## src/rtl/axi4_lite_slave_regfile.sv

```systemverilog
// AXI4-Lite slave register file.
// Terminates the AW/W/B and AR/R channels of one master onto a bank of
// NUM_REGS read/write registers. The full bank is exported flat on REG_OUT.
// One write and one read may be in flight at once, one per channel.
module axi4_lite_slave_regfile #(
    parameter int ADDRESS_WIDTH = 32,
    parameter int DATA_WIDTH    = 32,
    parameter int NUM_REGS      = 8
) (
    input  logic                           ACLK,
    input  logic                           ARESET,
    input  logic [ADDRESS_WIDTH-1:0]       S_AXI_AWADDR,
    input  logic                           S_AXI_AWVALID,
    output logic                           S_AXI_AWREADY,
    input  logic [DATA_WIDTH-1:0]          S_AXI_WDATA,
    input  logic [DATA_WIDTH/8-1:0]        S_AXI_WSTRB,
    input  logic                           S_AXI_WVALID,
    output logic                           S_AXI_WREADY,
    output logic [1:0]                     S_AXI_BRESP,
    output logic                           S_AXI_BVALID,
    input  logic                           S_AXI_BREADY,
    input  logic [ADDRESS_WIDTH-1:0]       S_AXI_ARADDR,
    input  logic                           S_AXI_ARVALID,
    output logic                           S_AXI_ARREADY,
    output logic [DATA_WIDTH-1:0]          S_AXI_RDATA,
    output logic [1:0]                     S_AXI_RRESP,
    output logic                           S_AXI_RVALID,
    input  logic                           S_AXI_RREADY,
    output logic [NUM_REGS*DATA_WIDTH-1:0] REG_OUT
);

    localparam int STRB_W   = DATA_WIDTH / 8;
    localparam int ADDR_LSB = $clog2(STRB_W);
    localparam int IDX_W    = $clog2(NUM_REGS);
    localparam logic [ADDRESS_WIDTH-1:0] ADDR_LIMIT = ADDRESS_WIDTH'(NUM_REGS * STRB_W);
    localparam logic [1:0] RESP_OKAY   = 2'b00;
    localparam logic [1:0] RESP_SLVERR = 2'b10;

    // Merge a new word into an old one, byte lane by byte lane.
    function automatic logic [DATA_WIDTH-1:0] merge_lanes(
        input logic [DATA_WIDTH-1:0] old_word,
        input logic [DATA_WIDTH-1:0] new_word,
        input logic [STRB_W-1:0]     strb
    );
        logic [DATA_WIDTH-1:0] result;
        result = old_word;
        for (int i = 0; i < STRB_W; i++) begin
            if (strb[i]) begin
                result[i*8 +: 8] = new_word[i*8 +: 8];
            end else begin
                result[i*8 +: 8] = old_word[i*8 +: 8];
            end
        end
        return result;
    endfunction

    logic [DATA_WIDTH-1:0]    r_regs [NUM_REGS];
    logic                     r_aw_held;
    logic                     r_w_held;
    logic [ADDRESS_WIDTH-1:0] r_awaddr;
    logic [DATA_WIDTH-1:0]    r_wdata;
    logic [STRB_W-1:0]        r_wstrb;
    logic                     r_awready;
    logic                     r_wready;
    logic                     r_bvalid;
    logic [1:0]               r_bresp;
    logic                     r_arready;
    logic                     r_rvalid;
    logic [1:0]               r_rresp;
    logic [DATA_WIDTH-1:0]    r_rdata;

    logic                     w_aw_hs;
    logic                     w_w_hs;
    logic                     w_ar_hs;
    logic                     w_commit;
    logic                     w_aw_in_range;
    logic                     w_ar_in_range;
    logic [IDX_W-1:0]         w_aw_idx;
    logic [IDX_W-1:0]         w_ar_idx;

    assign w_aw_hs       = S_AXI_AWVALID && r_awready;
    assign w_w_hs        = S_AXI_WVALID && r_wready;
    assign w_ar_hs       = S_AXI_ARVALID && r_arready;
    // A new write only lands once the previous response has been taken.
    assign w_commit      = r_aw_held && r_w_held && !r_bvalid;
    assign w_aw_idx      = r_awaddr[ADDR_LSB +: IDX_W];
    assign w_ar_idx      = S_AXI_ARADDR[ADDR_LSB +: IDX_W];
    assign w_aw_in_range = (r_awaddr < ADDR_LIMIT);
    assign w_ar_in_range = (S_AXI_ARADDR < ADDR_LIMIT);

    // Write address capture; ready is low while an address is held.
    always_ff @(posedge ACLK) begin
        if (ARESET) begin
            r_awready <= 1'b0;
            r_aw_held <= 1'b0;
            r_awaddr  <= {ADDRESS_WIDTH{1'b0}};
        end else if (w_aw_hs) begin
            r_awready <= 1'b0;
            r_aw_held <= 1'b1;
            r_awaddr  <= S_AXI_AWADDR;
        end else if (w_commit) begin
            r_awready <= 1'b1;
            r_aw_held <= 1'b0;
        end else begin
            r_awready <= !r_aw_held;
        end
    end

    // Write data capture; ready is low while data is held.
    always_ff @(posedge ACLK) begin
        if (ARESET) begin
            r_wready <= 1'b0;
            r_w_held <= 1'b0;
            r_wdata  <= {DATA_WIDTH{1'b0}};
            r_wstrb  <= {STRB_W{1'b0}};
        end else if (w_w_hs) begin
            r_wready <= 1'b0;
            r_w_held <= 1'b1;
            r_wdata  <= S_AXI_WDATA;
            r_wstrb  <= S_AXI_WSTRB;
        end else if (w_commit) begin
            r_wready <= 1'b1;
            r_w_held <= 1'b0;
        end else begin
            r_wready <= !r_w_held;
        end
    end

    // Register bank update and write response.
    always_ff @(posedge ACLK) begin
        if (ARESET) begin
            for (int k = 0; k < NUM_REGS; k++) begin
                r_regs[k] <= {DATA_WIDTH{1'b0}};
            end
            r_bvalid <= 1'b0;
            r_bresp  <= RESP_OKAY;
        end else if (w_commit) begin
            if (w_aw_in_range) begin
                r_regs[w_aw_idx] <= merge_lanes(r_regs[w_aw_idx], r_wdata, r_wstrb);
            end
            r_bvalid <= 1'b1;
            r_bresp  <= w_aw_in_range ? RESP_OKAY : RESP_SLVERR;
        end else if (r_bvalid && S_AXI_BREADY) begin
            r_bvalid <= 1'b0;
        end
    end

    // Read path: load the decoded register at the AR handshake and hold it.
    always_ff @(posedge ACLK) begin
        if (ARESET) begin
            r_arready <= 1'b0;
            r_rvalid  <= 1'b0;
            r_rresp   <= RESP_OKAY;
            r_rdata   <= {DATA_WIDTH{1'b0}};
        end else if (w_ar_hs) begin
            r_arready <= 1'b0;
            r_rvalid  <= 1'b1;
            r_rresp   <= w_ar_in_range ? RESP_OKAY : RESP_SLVERR;
            r_rdata   <= w_ar_in_range ? r_regs[w_ar_idx] : {DATA_WIDTH{1'b0}};
        end else if (r_rvalid && S_AXI_RREADY) begin
            r_arready <= 1'b1;
            r_rvalid  <= 1'b0;
        end else begin
            r_arready <= !r_rvalid;
        end
    end

    for (genvar k = 0; k < NUM_REGS; k++) begin : g_reg_out
        assign REG_OUT[k*DATA_WIDTH +: DATA_WIDTH] = r_regs[k];
    end

    assign S_AXI_AWREADY = r_awready;
    assign S_AXI_WREADY  = r_wready;
    assign S_AXI_BVALID  = r_bvalid;
    assign S_AXI_BRESP   = r_bresp;
    assign S_AXI_ARREADY = r_arready;
    assign S_AXI_RVALID  = r_rvalid;
    assign S_AXI_RRESP   = r_rresp;
    assign S_AXI_RDATA   = r_rdata;

endmodule

```

## config.mk

```make
export PLATFORM = sky130hd
export DESIGN_NAME = axi4_lite_slave_regfile
export DESIGN_NICKNAME = d
export VERILOG_FILES = /design/src/rtl/axi4_lite_slave_regfile.sv
export SDC_FILE = /design/constraint.sdc
export NUM_CORES = 1
export LEC_CHECK = 0
export ABC_AREA = 1
export BUFFER_PORTS_ARGS = -buffer_cell sky130_fd_sc_hd__buf_2
export CAP_MARGIN = 20
export CORE_ASPECT_RATIO = 1.75
export CORE_UTILIZATION = 40
export DETAILED_ROUTE_END_ITERATION = 6
export PLACE_DENSITY = 0.68
export SYNTH_ARGS = -nofsm -noshare
export SYNTH_HDL_FRONTEND = slang
export SYNTH_SLANG_ARGS = --single-unit
```

## constraint.sdc

```tcl
create_clock -name ACLK -period 2.2 [get_ports ACLK]
set_input_delay 0.22 -clock ACLK [delete_from_list [all_inputs] [get_ports ACLK]]
set_output_delay 0.22 -clock ACLK [all_outputs]
set_load 0.005 [all_outputs]
```

==> flow_summary.yaml <==
critical_path:
  critPathKind: "reg -> reg"
  startpoint_type: "flip-flop"
  cp.arrival_ns: 2.22
  cpPeakStageDelay_ns: 0.36
  crit_top_cell: "nand2_1"
  cp.required_ns: 2.38
  r2r_start: "r_awaddr[12]$_SDFFE_PP0P_"
  worst-r2r-cell-count: 8
  cp-end-kind: "flip-flop"
  r2r_end: "r_regs[7][0]$_SDFFCE_PN0P_"
  cp_max_fo: 33
  reg2reg_slack_ns: 0.16
  slowest_stage: "nand2_1"
  crit_chain: "nor2_1, nand2_1, nor2_1, nand2_1, nor2_4, buf_12, nand4_2, nand2_1"
logic_synthesis:
  synth_area_per_cell_um2: 9.51
  synth_ff_type: "edfxtp_1"
  synth.distinct_cells: 21
  seq_area_frac_synth_pct: 62.8
  yosys-top-cells-area: "edfxtp_1 (49%), dfxtp_1 (14%), nor2_1 (8.6%)"
  syn_inst: 1647
  yosys_warnings: 0
  synth_seq_cells: 363
  synthesis.area_um2: 15700
  synthTopCellsByCount: "nor2_1 (359), edfxtp_1 (256), nand2_1 (216)"
  yosysMostFrequentCell: "nor2_1"
  yosysTopAreaCell: "edfxtp_1"
  synthArstFlopShare_pct: 0
  synth_edf_count: 256
  yosys.area.top_type_share_pct: 49.1
clocking:
  cts_setup_buffers: 0
  cts_root_buffer: "clkbuf_16"
  clk_latency_ns: 0.52
  cts_buffers: 35
  clock-sinks: 363
  path_clk_slew_ns: 0.06
  htree_levels: 2
  cts_tree: "done"
  clk_path_buf_depth: 3
grt:
  grt.met2_usage_pct: 47.2
  antenna_found_initial: 0
  met3_usage_pct: 3.18
  grt_overflow_total: 0
  grt_start_max_net_pins: 67
  grt_pass1_wl_um: 76300
  grt_usage_pct: 25.8
  gr-usage-met1_pct: 28.2
  grt_most_used_layer: "met2"
  grt_pass1_vias: 13000
sta:
  finalCritPeriodShare_pct: 92.8
  rsz0062_at_grt: "false"
  hold_ws_ns: 0.0239
  fin_crit_ns: 2.04
  fin_skew_ns: 0.0106
  slew_headroom_pct: 59.0
  fin_setup_tns_ns: 0
  max_freq_ghz: 0.490
  setup_viol: 0
  hold_viol: 0
  drv_slew: 0
  tightest_slew_ns: 0.614
worst_hold_path:
  min_path_cells: 3
  min_to: "r_wdata[14]$_SDFFE_PP0P_"
  hold_start: "S_AXI_WDATA[14]"
  hp-class: "in -> reg"
die:
  rows: 95
  core_um2: 38500
  die_h_um: 264
  design.die.area_um2: 40000
  start_util_pct: 40.7
  pin_count: 404
  die_w_um: 152
routing:
  antenna_left: 0
  drc: 0
  viasPerCell: 5.21
  num_vias: 13700
  drt_iter0_drc: 1028
  drtPass1Iterations: 5
  drt-total-wl_um: 52100
  routedWlPerCell_um: 19.8
finish:
  antenna-diode-count: 0
  final_layout_size_suffix_gt1_share_pct: 26.2
  nNetsFinal: 2229
  area_growth_pct: 29.5
place:
  io_buffer_count: 397
  gp_congestion: 0.903
  dpl.hpwl_um: 37500
power_and_ir_drop:
  leakage_nw: 8.89
  irDropWorstVdd_mv: 0.608
  powerDensity_nw_per_um2: 751
run:
  drv_cap: 0
run_status:
  status: "finished, final reports clean"
cell usage in the layout (no fill, tap or decap):
master | netlist | final
clkbuf_1 | 57 | 7
inv_4 | 0 | 1
buf_4 | 2 | 66
clkinv_1 | 32 | 35
nor2_1 | 359 | 357
dfxtp_1 | 107 | 107
o22ai_1 | 1 | 1
buf_6 | 3 | 1
inv_1 | 142 | 142
clkinv_2 | 0 | 6
conb_1 | 1 | 2
o211ai_1 | 64 | 64
o21ai_0 | 132 | 132
inv_2 | 1 | 1
dlygate4sd3_1 | 0 | 61
nand3_1 | 96 | 96
clkbuf_16 | 0 | 39
nor3_1 | 9 | 9
nand4_2 | 32 | 32
nand2_2 | 0 | 2
buf_12 | 0 | 7
buf_2 | 19 | 396
nand2_1 | 216 | 214
edfxtp_1 | 256 | 256
a21oi_1 | 103 | 103
nor2_4 | 0 | 4
clkbuf_8 | 0 | 7
flip-flops by register name, indices dropped and copies added, names as in the netlist:
register,flops
S_AXI_RVALID,1
r_aw_held,1
r_regs,256
r_wstrb,4
r_wdata,32
S_AXI_ARREADY,1
S_AXI_RRESP,1
S_AXI_RDATA,32
S_AXI_AWREADY,1
S_AXI_WREADY,1
r_awaddr,30
r_w_held,1
S_AXI_BRESP,1
S_AXI_BVALID,1
layout make-up:
type | count | area, µm²
fillers | 3473 | 18200
flip-flops and latches | 363 | 9830
multi-input cells | 1016 | 4800
repair buffers | 531 | 3240
clock buffers | 53 | 1100
inverters | 175 | 661
well taps | 485 | 607
clock inverters | 10 | 43.8
worst max-delay path: cells and delay by family, from the launching register on:
| kind | cells | cell delay [ns] |
|---|---|---|
| flops | 1 | 0.32 |
| simple gates | 7 | 1.12 |
| buf+inv | 1 | 0.25 |
how the worst max path moves through the flow:
| stage | startpoint | endpoint | slack (ns) | cells after the start |
|---|---|---|---|---|
| 2_1_floorplan | r_awaddr[14]$_SDFFE_PP0P_ | r_regs[2][0]$_SDFFCE_PN0P_ | 0.37 | 8 |
| 3_3_place_gp | r_awaddr[22]$_SDFFE_PP0P_ | r_regs[4][11]$_SDFFCE_PN0P_ | 0.23 | 8 |
| 3_5_place_dp | r_awaddr[22]$_SDFFE_PP0P_ | r_regs[5][11]$_SDFFCE_PN0P_ | 0.20 | 8 |
| 4_1_cts | r_awaddr[10]$_SDFFE_PP0P_ | r_regs[5][13]$_SDFFCE_PN0P_ | 0.19 | 8 |
| 5_1_grt | r_awaddr[12]$_SDFFE_PP0P_ | r_regs[4][13]$_SDFFCE_PN0P_ | 0.008 | 8 |
| 6_report | r_awaddr[12]$_SDFFE_PP0P_ | r_regs[7][0]$_SDFFCE_PN0P_ | 0.16 | 8 |
report_power, final:
part | switching, mW | internal (mW) | leakage, nW | total [mW]
sequential | 0.207 | 7.56 | 3.52 | 7.76
combinational | 0.923 | 0.526 | 4.80 | 1.45
clock | 2.56 | 3.45 | 0.574 | 6.01
total | 3.69 | 11.5 | 8.89 | 15.2
through the flow:
| stage | instances | power (mW) | setup slack, ns | area (µm²) | util [%] |
|---|---|---|---|---|---|
| 4_1_cts | 2633 | 15.3 | 0.194 | 20300 | 52.6 |
| 3_5_place_dp | 2509 | 9.26 | 0.205 | 18500 | 48.1 |
| 5_1_grt | 2633 | 15.7 | 0.00765 | 20300 | 52.6 |
| 2_1_floorplan | 1648 | 8.57 | 0.374 | 15700 | - |
| 6_report | 2633 | 15.2 | 0.159 | 20300 | 52.6 |
| 3_3_place_gp | 2509 | 9.24 | 0.230 | 18500 | 48.1 |
cell families after synthesis:
logic type / after synthesis / synth area share [%]
other: 1 / 0.0240
AOI/OAI and AO/OA: 300 / 10.6
buffers and inverters: 269 / 6.79
DFF: 363 / 62.8
and+or+nand+nor: 714 / 19.8
timing repair:
item | in CTS | in global routing
setup endpoints to repair | 0 | 8
resized for setup | 0 | 1
hold buffers | 61 | 0
endpoints found under the hold margin | 61 | 0
metal layers:
layer	share of wire (%)	wire [µm]	vias to the layer above
met4	5.7	2950	0
met2	53	27600	608
met3	6.0	3100	161
li1	-	-	6474
met5	0	0	-
met1	35	18400	6480
Power figures use the tool's default switching activity.
